--- src/rtl/motor_drive.sv ---
// Differential-drive PWM motor controller: mixes speed/turn into per-motor duty and direction,
// with dead time on direction reversal and inputs sampled only at period boundaries.
module motor_drive #(
    parameter int PWM_DIV      = 4,
    parameter int DEAD_PERIODS = 2
) (
    input  logic              clk_in,
    input  logic              rst_n_in,
    input  logic              enable_in,
    input  logic signed [8:0] speed,
    input  logic signed [8:0] turn,
    output logic              pwm_l_out,
    output logic              dir_l_out,
    output logic              pwm_r_out,
    output logic              dir_r_out,
    output logic              period_start_out
);

    localparam int DIV_W  = (PWM_DIV > 1) ? $clog2(PWM_DIV) : 1;
    localparam int DEAD_W = (DEAD_PERIODS > 1) ? $clog2(DEAD_PERIODS) : 1;

    typedef enum logic [1:0] {
        ST_OFF,
        ST_RUN,
        ST_DEAD
    } state_t;

    function automatic logic signed [9:0] sat255(input logic signed [9:0] v);
        if (v > 10'sd255) return 10'sd255;
        if (v < -10'sd255) return -10'sd255;
        return v;
    endfunction

    function automatic logic [7:0] mag8(input logic signed [9:0] v);
        return v[9] ? 8'(-v) : v[7:0];
    endfunction

    logic [DIV_W-1:0]  r_div;
    logic [7:0]        r_step;
    logic              r_pstart;
    logic              w_tick;
    logic              w_boundary;
    logic [7:0]        w_step_nxt;

    logic signed [9:0] w_mix      [2];
    logic [7:0]        w_cmd_duty [2];
    logic              w_cmd_neg  [2];

    state_t            r_state    [2];
    state_t            w_state_nxt[2];
    logic [7:0]        r_duty     [2];
    logic [7:0]        w_duty_nxt [2];
    logic              r_dir      [2];
    logic              w_dir_nxt  [2];
    logic [DEAD_W-1:0] r_dead     [2];
    logic [DEAD_W-1:0] w_dead_nxt [2];
    logic              r_pwm      [2];
    logic              w_pwm_nxt  [2];

    assign w_tick     = (r_div == DIV_W'(PWM_DIV - 1));
    assign w_boundary = w_tick && (r_step == 8'd254);

    always_comb begin
        w_step_nxt = r_step;
        if (w_tick) begin
            w_step_nxt = (r_step == 8'd254) ? 8'd0 : r_step + 8'd1;
        end
    end

    // 10-bit mixing cannot overflow: 9-bit operands span -256..255
    assign w_mix[0] = $signed({speed[8], speed}) + $signed({turn[8], turn});
    assign w_mix[1] = $signed({speed[8], speed}) - $signed({turn[8], turn});

    always_comb begin
        for (int i = 0; i < 2; i++) begin
            w_cmd_duty[i]  = mag8(sat255(w_mix[i]));
            w_cmd_neg[i]   = w_mix[i][9];
            w_state_nxt[i] = r_state[i];
            w_duty_nxt[i]  = r_duty[i];
            w_dir_nxt[i]   = r_dir[i];
            w_dead_nxt[i]  = r_dead[i];

            if (!enable_in) begin
                w_state_nxt[i] = ST_OFF;
            end else if (w_boundary) begin
                case (r_state[i])
                    ST_OFF: begin
                        w_state_nxt[i] = ST_RUN;
                        w_duty_nxt[i]  = w_cmd_duty[i];
                        if (w_cmd_duty[i] != 8'd0) w_dir_nxt[i] = w_cmd_neg[i];
                    end
                    ST_RUN: begin
                        if (w_cmd_duty[i] == 8'd0 || w_cmd_neg[i] == r_dir[i]) begin
                            w_duty_nxt[i] = w_cmd_duty[i];
                        end else begin
                            w_state_nxt[i] = ST_DEAD;
                            w_dead_nxt[i]  = '0;
                        end
                    end
                    ST_DEAD: begin
                        // A command that agrees with the held direction ends dead time early
                        if (w_cmd_duty[i] == 8'd0 || w_cmd_neg[i] == r_dir[i]) begin
                            w_state_nxt[i] = ST_RUN;
                            w_duty_nxt[i]  = w_cmd_duty[i];
                        end else if (r_dead[i] == DEAD_W'(DEAD_PERIODS - 1)) begin
                            w_state_nxt[i] = ST_RUN;
                            w_duty_nxt[i]  = w_cmd_duty[i];
                            w_dir_nxt[i]   = w_cmd_neg[i];
                        end else begin
                            w_dead_nxt[i] = r_dead[i] + DEAD_W'(1);
                        end
                    end
                    default: w_state_nxt[i] = ST_OFF;
                endcase
            end

            w_pwm_nxt[i] = (w_state_nxt[i] == ST_RUN) && (w_step_nxt < w_duty_nxt[i]);
        end
    end

    always_ff @(posedge clk_in or negedge rst_n_in) begin
        if (!rst_n_in) begin
            r_div    <= '0;
            r_step   <= '0;
            r_pstart <= 1'b0;
            for (int i = 0; i < 2; i++) begin
                r_state[i] <= ST_OFF;
                r_duty[i]  <= '0;
                r_dir[i]   <= 1'b0;
                r_dead[i]  <= '0;
                r_pwm[i]   <= 1'b0;
            end
        end else begin
            r_div    <= w_tick ? '0 : r_div + DIV_W'(1);
            r_step   <= w_step_nxt;
            r_pstart <= w_boundary;
            for (int i = 0; i < 2; i++) begin
                r_state[i] <= w_state_nxt[i];
                r_duty[i]  <= w_duty_nxt[i];
                r_dir[i]   <= w_dir_nxt[i];
                r_dead[i]  <= w_dead_nxt[i];
                r_pwm[i]   <= w_pwm_nxt[i];
            end
        end
    end

    assign pwm_l_out        = r_pwm[0];
    assign dir_l_out        = r_dir[0];
    assign pwm_r_out        = r_pwm[1];
    assign dir_r_out        = r_dir[1];
    assign period_start_out = r_pstart;

endmodule

--- config.mk ---
export PLATFORM = sky130hd
export DESIGN_NAME = motor_drive
export DESIGN_NICKNAME = d
export VERILOG_FILES = /design/src/rtl/motor_drive.sv
export SDC_FILE = /design/constraint.sdc
export NUM_CORES = 1
export LEC_CHECK = 0
export ABC_AREA = 1
export CORE_AREA = 2 2 90 92
export DETAILED_ROUTE_END_ITERATION = 8
export DIE_AREA = 0 0 92 94
export GPL_TIMING_DRIVEN = 0
export PLACE_DENSITY = 0.73
export SYNTH_ARGS = -nofsm -noshare
export SYNTH_HDL_FRONTEND = slang
export SYNTH_SLANG_ARGS = --single-unit
--- constraint.sdc ---
create_clock -name clk_in -period 3.5 [get_ports clk_in]
set_clock_uncertainty 0.05 [all_clocks]
set_input_delay 0.7 -clock clk_in [delete_from_list [all_inputs] [get_ports clk_in]]
set_output_delay 0.7 -clock clk_in [all_outputs]
set_load 0.03 [all_outputs]
### Word-level counts from Yosys, hierarchy flattened

Index checks and enable logic that the tools add are counted.

* word-level logic and storage cells: 123
* bits of input ports: 21
* output and inout port bits: 5
* register bits: 37

* reduce and logical (&&, ||, !) cells: 19
* $lt $le $gt $ge: 6
* multiplexer cells: 59
* equality and inequality tests: 18
* $add $sub $neg: 8

Operators by type and width (number)
* $mux W8: 14
* $mux W10: 8
* $pmux W8 S3: 2
* $mux W2: 11
* $gt A10 B9 Y1 const B: 2
* $lt A10 B9 Y1 const B: 2
* $mux W1: 18
* $logic_not A8 Y1: 2
* $lt A8 B8 Y1: 2
* $ne A2 B2 Y1 const B: 8
* $neg A8 Y8: 2
* $reduce_bool A8 Y1: 2
* $pmux W2 S3: 2
* $reduce_and A6 Y1: 2
* $add A9 B9 Y10: 1
* $reduce_and A5 Y1: 2
* $sub A9 B9 Y10: 1
* $add A8 B1 Y8 const B: 1
* $eq A2 B1 Y1 const B: 4
* $eq A8 B8 Y1 const B: 1
* $pmux W1 S2: 4
* $reduce_bool A2 Y1: 4
* $eq A2 B2 Y1 const B: 3
* $logic_not A2 Y1: 2
* 5 further kinds: 10

### Logic depth before layout (Yosys ltp)

Gate-level depths: netlist (run 1).

* depth after elaboration: 16
* gate-level depth with buffers: 40
* gate-level depth less buffers: 39

### Worst setup path before layout (run 1)

Ideal clock, no wire load.

* path type: input to register
* start point: input speed[0]
* end point: register r_pwm, in the netlist pwm_r_out
* library setup time: 73 ps
* data arrival time: 4615 ps
* slack: -1238 ps
* stages: 29
* required time: 3377 ps
* cells stage by stage: inv_1 > ha_1 > inv_1 > fa_1 > or2_0 > nor2_1 > nand3_1 > nor2_1 > nand3_1 > a21oi_1 > nor3_4 > ha_1 > or2_2 > o21ai_2 > nand2_1 > nor2_1 > nand3_1 > nor2_2 > nand2_4 > nand2_4 > inv_2 > o21ai_2 > o21ai_2 > clkinv_2 > a32oi_1 > ha_1 > a211oi_1 > o211ai_1 > a21oi_2

RTL lines
* start, declared: RTL line 10 `input logic signed [8:0] speed,`
* end signal, assigned by index: RTL line 142 `r_pwm[i] <= w_pwm_nxt[i];`
* end, declared: RTL line 57 `logic r_pwm [2];`

==> reports/metrics.yaml, run 1 <==
worst_setup_path:
  critPathSlowestCell: "ha_1"
  cp-start-kind: "primary input"
  required_ns: 3.67
  criticalPathCategory: "in2reg"
  rr_startpoint: "r_step[3]$_DFF_PN0_"
  critPathMaxStageDelay_ns: 0.34
  crit_start: "speed[6]"
  worstPathArrival_ns: 5.14
  r2r_setup_slack_ns: -0.32
  end_kind: "register"
  path_max_fanout: 5
clocking:
  tritoncts: "done"
  clockRootBuffer: "clkbuf_8"
  clkTransAtPathRegs_ns: 0.08
  clock-sinks: 37
  clkLatencyLatePin_ns: 0.30
  postCtsHoldBufs: 0
  cts_buffer_depth: 2
  cts.htree.levels: 2
  numCtsBuffers: 5
yosys:
  synthTopCellsByArea: "dfrtp_1 23%, nand2_1 15%, ha_1 11%, inv_1 10%, nand3_1 5.8%"
  synth_async_sr_flop_share_pct: 100
  synth_area_mm2: 0.00409
  ys_ff_latch: 37
  ys_types: 49
  netlist.area_leader.share_pct: 22.7
  yosys_warnings: 0
  syn_nets: 680
  synth_top_cell_by_area: "dfrtp_1"
  synth_edf_count: 0
  seq_area_frac_synth_pct: 22.7
  syn_inst: 620
  synthFlopType: "dfrtp_1"
  synth_area_per_cell_um2: 6.59
floorplan:
  fp.dieW_um: 92
  initial_core_util_pct: 53.7
  ioPinCount: 26
  core-area_mm2: 0.00761
  dieArea_mm2: 0.00865
  rows: 32
  fp.dieH_um: 94
sta:
  post-route-period-util_pct: 142
  report.final.slew_viol_count: 0
  fmax_mhz: 201
  worst_slack_ns: -1.46
  grt_setup_unrepaired: "true"
  setup_viol: 26
  relSlewSlack_pct: 41.8
  tightest_slew_ns: 0.874
  hold_violations: 0
  post-route-min-period_ns: 4.96
route:
  vias_per_cell: 5.87
  finalWirelength_mm: 15.0
  drt_first_pass_iters: 5
  drt_iter0_drc: 477
  detail-route-antenna-nets: 0
  drt-wirelength-per-cell_um: 17.9
  via_count: 4940
  drc: 0
place:
  post-place-ws_ns: -2.26
  io_buffers: 25
  gpl.final_weighted_congestion: 0.886
  dp_hpwl_mm: 7.56
  placed_area_mm2: 0.00460
status:
  violations: "negative setup slack"
  status: "finished with violations"
cells_and_area:
  area_growth_pct: 49.7
  final_nets: 798
  drive_above_1_share_pct: 41.8
  fin_area_mm2: 0.00612
  num-fill-cells: 443
  diodes: 0
power_and_ir_drop:
  power_frac_comb_pct: 55.9
  power_leakage_nw: 3.11
  power_density_mw_per_mm2: 316
  power.internal_mw: 1.12
  power_frac_clock_pct: 20.9
  vdd_drop_max_uv: 185
  swShare_pct: 42.2
  power_frac_seq_pct: 23.1
  p_switching_mw: 0.815
global_routing:
  grt.total_usage_pct: 28.3
  antenna_found_initial: 0
  grt_max_degree: 38
  grt_pass1_wl_mm: 19.9
  grt_overflow: 0
  first_global_vias: 4418
worst_hold_path:
  hold_start: "r_div[0]$_DFF_PN0_"
  hp-class: "reg2reg"
run:
  max_cap_violations: 0
[power by group through the flow]
stage,combinational (mW),sequential [mW],clock (mW)
3_3_place_gp,0.640,0.454,0
4_1_cts,0.904,0.445,0.397
5_1_grt,1.15,0.448,0.421
6_report,1.08,0.447,0.404
3_5_place_dp,0.661,0.454,0
2_1_floorplan,0.508,0.456,0
[state kept, by name, indices dropped and copies added (netlist names)]
register	cells
r_div	2
r_dead	2
pwm_r_out	1
dir_l_out	1
dir_r_out	1
pwm_l_out	1
r_step	8
period_start_out	1
r_state	4
r_duty	16
[cell type report]
class | instances | area [um^2] | share of cell area (%)
buffer | 9 | 95.1 | 1.55
clock buffer | 6 | 82.6 | 1.35
clock inverter | 2 | 37.5 | 0.614
inverter | 130 | 529 | 8.65
multi-input combinational | 442 | 3300 | 54.0
sequential | 37 | 926 | 15.1
tap | 102 | 128 | 2.09
timing repair buffer | 113 | 1010 | 16.6
[metal layers]
layer	share of wire (%)	GRT usage, %	up-vias
met2	49	50.6	326
met5	0	0	-
li1	-	-	2217
met1	38	34.9	2293
met4	5.3	9.08	0
met3	7.9	4.49	104
[layout by cell type (no fill, tap or decap), types with 4 or more instances in the layout]
cell,synthesis,final
inv_4,1,8
nor2_4,2,7
a21oi_2,5,8
nand2_1,160,130
inv_2,18,27
clkdlybuf4s50_1,0,8
nand3_1,47,29
nand4_1,18,18
dlygate4sd2_1,0,5
buf_6,6,32
o21ai_0,17,8
o21ai_2,7,18
buf_12,0,5
a21oi_1,17,12
a21oi_4,2,4
nand3_4,1,5
nand2_4,4,15
nor2_1,39,29
buf_2,2,10
inv_1,110,92
clkbuf_8,0,6
nand3_2,3,17
nor3_1,9,8
ha_4,0,13
ha_1,37,24
nor2_2,5,10
buf_4,2,60
dfrtp_1,37,37
o21ai_1,14,9
nand2_2,14,33
[synth_stat cells, types with 3 or more instances]
cell / number
nand4_1: 18
buf_6: 6
a21oi_2: 5
a21oi_1: 17
nor2_1: 39
nor2_2: 5
ha_1: 37
nand3_1: 47
dfrtp_1: 37
o21ai_2: 7
inv_2: 18
xor2_1: 5
nand2_1: 160
or2_0: 3
a32oi_1: 6
o21ai_0: 17
nand2_2: 14
inv_1: 110
nand3b_1: 3
o21ai_1: 14
nand3_2: 3
nand2_4: 4
nor3_1: 9
[stage by stage]
step	TNS (ns)	util, %	hold slack, ns	power [mW]	instances
finish	-18.99	80.4	0.394	1.93	841
global route	-23.06	80.4	0.399	2.02	841
CTS	-9.85	75.5	0.392	1.75	831
detailed placement	-36.16	60.4	0.379	1.11	747
global placement	-35.01	60.5	0.366	1.09	747
floorplan	-6.82	-	0.353	0.964	620
[final timing paths]
| kind | endpoint | cells past startpoint |
|---|---|---|
| max | pwm_r_out$_DFF_PN0_ | 31 |
| min | r_div[0]$_DFF_PN0_ | 1 |
| max reg2reg | pwm_l_out$_DFF_PN0_ | 18 |
| max in group asynchronous | dir_l_out$_DFFE_PN0P_ | 1 |
| min reg2reg | r_div[0]$_DFF_PN0_ | 1 |
| min in group asynchronous | dir_r_out$_DFFE_PN0P_ | 1 |
[critical path: cells and delay by family]
kind,cells,cell delay [ns]
AOI/OAI and AO/OA,8,1.12
adders and majority gates,3,0.87
buffers and inverters,6,0.71
and+or+nand+nor,14,1.73
[cell families after synthesis]
group	Yosys count	synth area share, %
AOI/OAI and AO/OA	81	13.0
xor gates and xnor gates	7	1.50
adders and majority gates	39	12.3
buffers and inverters	141	14.4
DFF	37	22.7
and+or+nand+nor	315	36.2
[what timing repair did]
action	4_1_cts	5_1_grt
setup endpoints to repair	26	26
gates cloned	2	0
pin swaps	76	46
resized for setup	156	75
setup buffers	77	20
Note: power is estimated with default switching activity, not from simulation.
==> run 2: changes to the inputs <==
CTS_CLUSTER_SIZE = 24   (was not set)
==> results of run 2 <==
Same layout as run 1: the final DEF is identical, and so are final timing and power.
==> run 3: changes to the inputs <==
PLACE_DENSITY = 0.76   (was 0.73)
clock period = 4.1 ns   (was 3.5 ns; I/O delays follow)
==> run 3 against run 2 <==
Effect of this change:
- the run still ends with negative setup slack left
- first-iteration DRC count shrank 3.6%
- routed wire length shrank 6.8%
- critical path depth grew 10
- die area is the same
- register-to-register slack gained 0.89 ns
- utilization shrank 4.0 points
- largest power group unchanged
- highest routed layer unchanged
==> reports/metrics.yaml, run 3 (synthesis results as in run 1) <==
status:
  status: "finished with violations"
  violations: "negative setup slack"
clocking:
  clockRootBuffer: "clkbuf_8"
  clock-sinks: 37  # unchanged
  cts.htree.levels: 2  # unchanged
  tritoncts: "done"
  numCtsBuffers: 5  # unchanged
  clkTransAtPathRegs_ns: 0.07  # about the same
  clkLatencyLatePin_ns: 0.30  # about the same
  cts_buffer_depth: 2  # unchanged
  postCtsHoldBufs: 0  # unchanged
floorplan:
  ioPinCount: 26  # unchanged
  fp.dieH_um: 94  # unchanged
  rows: 32  # unchanged
  core-area_mm2: 0.00761  # unchanged
  initial_core_util_pct: 53.7  # unchanged
  dieArea_mm2: 0.00865  # unchanged
  fp.dieW_um: 92  # unchanged
cells_and_area:
  area_growth_pct: 42.3
  final_cell_mix: "129 x nand2_1, 95 x inv_1, 67 x buf_4"
  drive_above_1_share_pct: 39.8  # -2.1 points
  top_register: "r_duty"
  diodes: 0  # unchanged
  final_common_cell: "nand2_1"
  top_regs: "r_duty (16), r_step (8), r_state (4)"
  largest_register_ff_count: 16  # unchanged
  final_nets: 788  # -1.3%
  fin_cells: 829  # -1.4%
sta:
  post-route-period-util_pct: 125
  worst_slack_ns: -1.04  # +0.422 ns
  relSlewSlack_pct: 43.0  # +1.2 points
  fmax_mhz: 194
  setup_viol: 18  # -31%
  post-route-min-period_ns: 5.14
  tightest_slew_ns: 0.855  # -0.0187 ns
  tns_ns: -5.35  # +13.65 ns
  grt_setup_unrepaired: "true"
  fin_hold_ws_ns: 0.394  # -0.0000180 ns
  hold_violations: 0  # unchanged
  report.final.slew_viol_count: 0  # unchanged
worst_setup_path:
  criticalPathCategory: "in2reg"
  crit_start: "speed[0]"
  worstPathArrival_ns: 5.32  # +0.18 ns
  end_kind: "register"
  cp-start-kind: "primary input"
  rr_startpoint: "r_step[3]$_DFF_PN0_"
  crit_path_frequent_cell: "nand2_1"
  critPathMaxStageDelay_ns: 0.42  # +0.08 ns
  required_ns: 4.28  # +0.61 ns
  critPathSlowestCell: "fa_2"
  path_max_fanout: 5  # unchanged
place:
  io_buffers: 25  # unchanged
  dp_cells: 747  # unchanged
  post-place-ws_ns: -1.85  # +0.411 ns
  gpl.final_weighted_congestion: 0.883  # -0.26%
  dp_hpwl_mm: 7.42  # -1.8%
route:
  drt_first_pass_iters: 7  # +2
  via_count: 4871  # -1.4%
  detail-route-antenna-nets: 0  # unchanged
  drc: 0  # unchanged
  vias_per_cell: 5.88  # about the same
  drt-wirelength-per-cell_um: 16.9  # -5.5%
  drt_iter0_drc: 460  # -3.6%
  finalWirelength_mm: 14.0  # -6.8%
power_and_ir_drop:
  vdd_drop_max_uv: 146  # -21%
  power_leakage_nw: 2.99  # -3.6%
  power_density_mw_per_mm2: 258  # -18%
  p_total_mw: 1.50  # -22%
global_routing:
  grt_pass1_wl_mm: 19.5  # -1.8%
  antenna_found_initial: 0  # unchanged
  grt_overflow: 0  # unchanged
  grt_max_degree: 38  # unchanged
  grt.total_usage_pct: 27.7  # -0.53 points
  first_global_vias: 4389  # -0.66%
worst_hold_path:
  hold_start: "r_div[0]$_DFF_PN0_"
  hp-class: "reg2reg"
run:
  max_cap_violations: 0  # unchanged
[run 3: path summary, 6_finish.rpt]
check                                        end  slack (ns)  cells past startpoint
min reg2reg                   r_div[0]$_DFF_PN0_        0.39                      1
max                          pwm_l_out$_DFF_PN0_       -1.04                     41
max reg2reg                  pwm_l_out$_DFF_PN0_        0.57                     18
max in group asynchronous  r_dead[1]$_DFFE_PN0P_        2.88                      1
min                           r_div[0]$_DFF_PN0_        0.39                      1
min in group asynchronous  r_dead[0]$_DFFE_PN0P_        0.57                      1
[run 3: metal layers]
metal  track usage (%)  vias to the layer above  wire length, um  share of wire, %
li1                  -                     2201                -                 -
met1              33.8                     2241             5170                37
met2              48.7                      333             6990                50
met3              3.61                       96             1130               8.0
met4              13.1                        0              718               5.1
met5                 0                        -                0                 0
[run 3: layout make-up]
class	instances	area [um^2]
clock inverter	1	5.00
clock buffer	5	68.8
sequential	37	926
buffer	10	114
inverter	130	526
timing repair buffer	102	842
tap	102	128
multi-input combinational	442	3200
fill	498	1790
[run 3: power breakdown]
group,total (mW),switching (mW),internal (mW)
Combinational,0.872,0.516,0.356
Clock,0.248,0.136,0.112
Sequential,0.381,0.00488,0.376
[run 3: stage by stage]
step	cell area [um^2]	utilization (%)
4_1_cts	5340	70.2
3_5_place_dp	4540	59.7
2_1_floorplan	4170	-
5_1_grt	5810	76.4
3_3_place_gp	4550	59.8
6_report	5810	76.4
[run 3: timing repair]
item                                    4_1_cts  5_1_grt
gates resized for setup                     122       86
buffers inserted                             56       20
endpoints found under the setup margin       26       23
gates cloned                                  3        0
hold endpoints to repair                      0        0
pin swaps                                    59       55
[run 3: critical path, delay by kind of cell]
kind | cells | cell delay, ns
compound gates | 4 | 0.49
buf+inv | 10 | 0.83
fa+ha+maj | 4 | 1.03
simple gates | 23 | 2.12
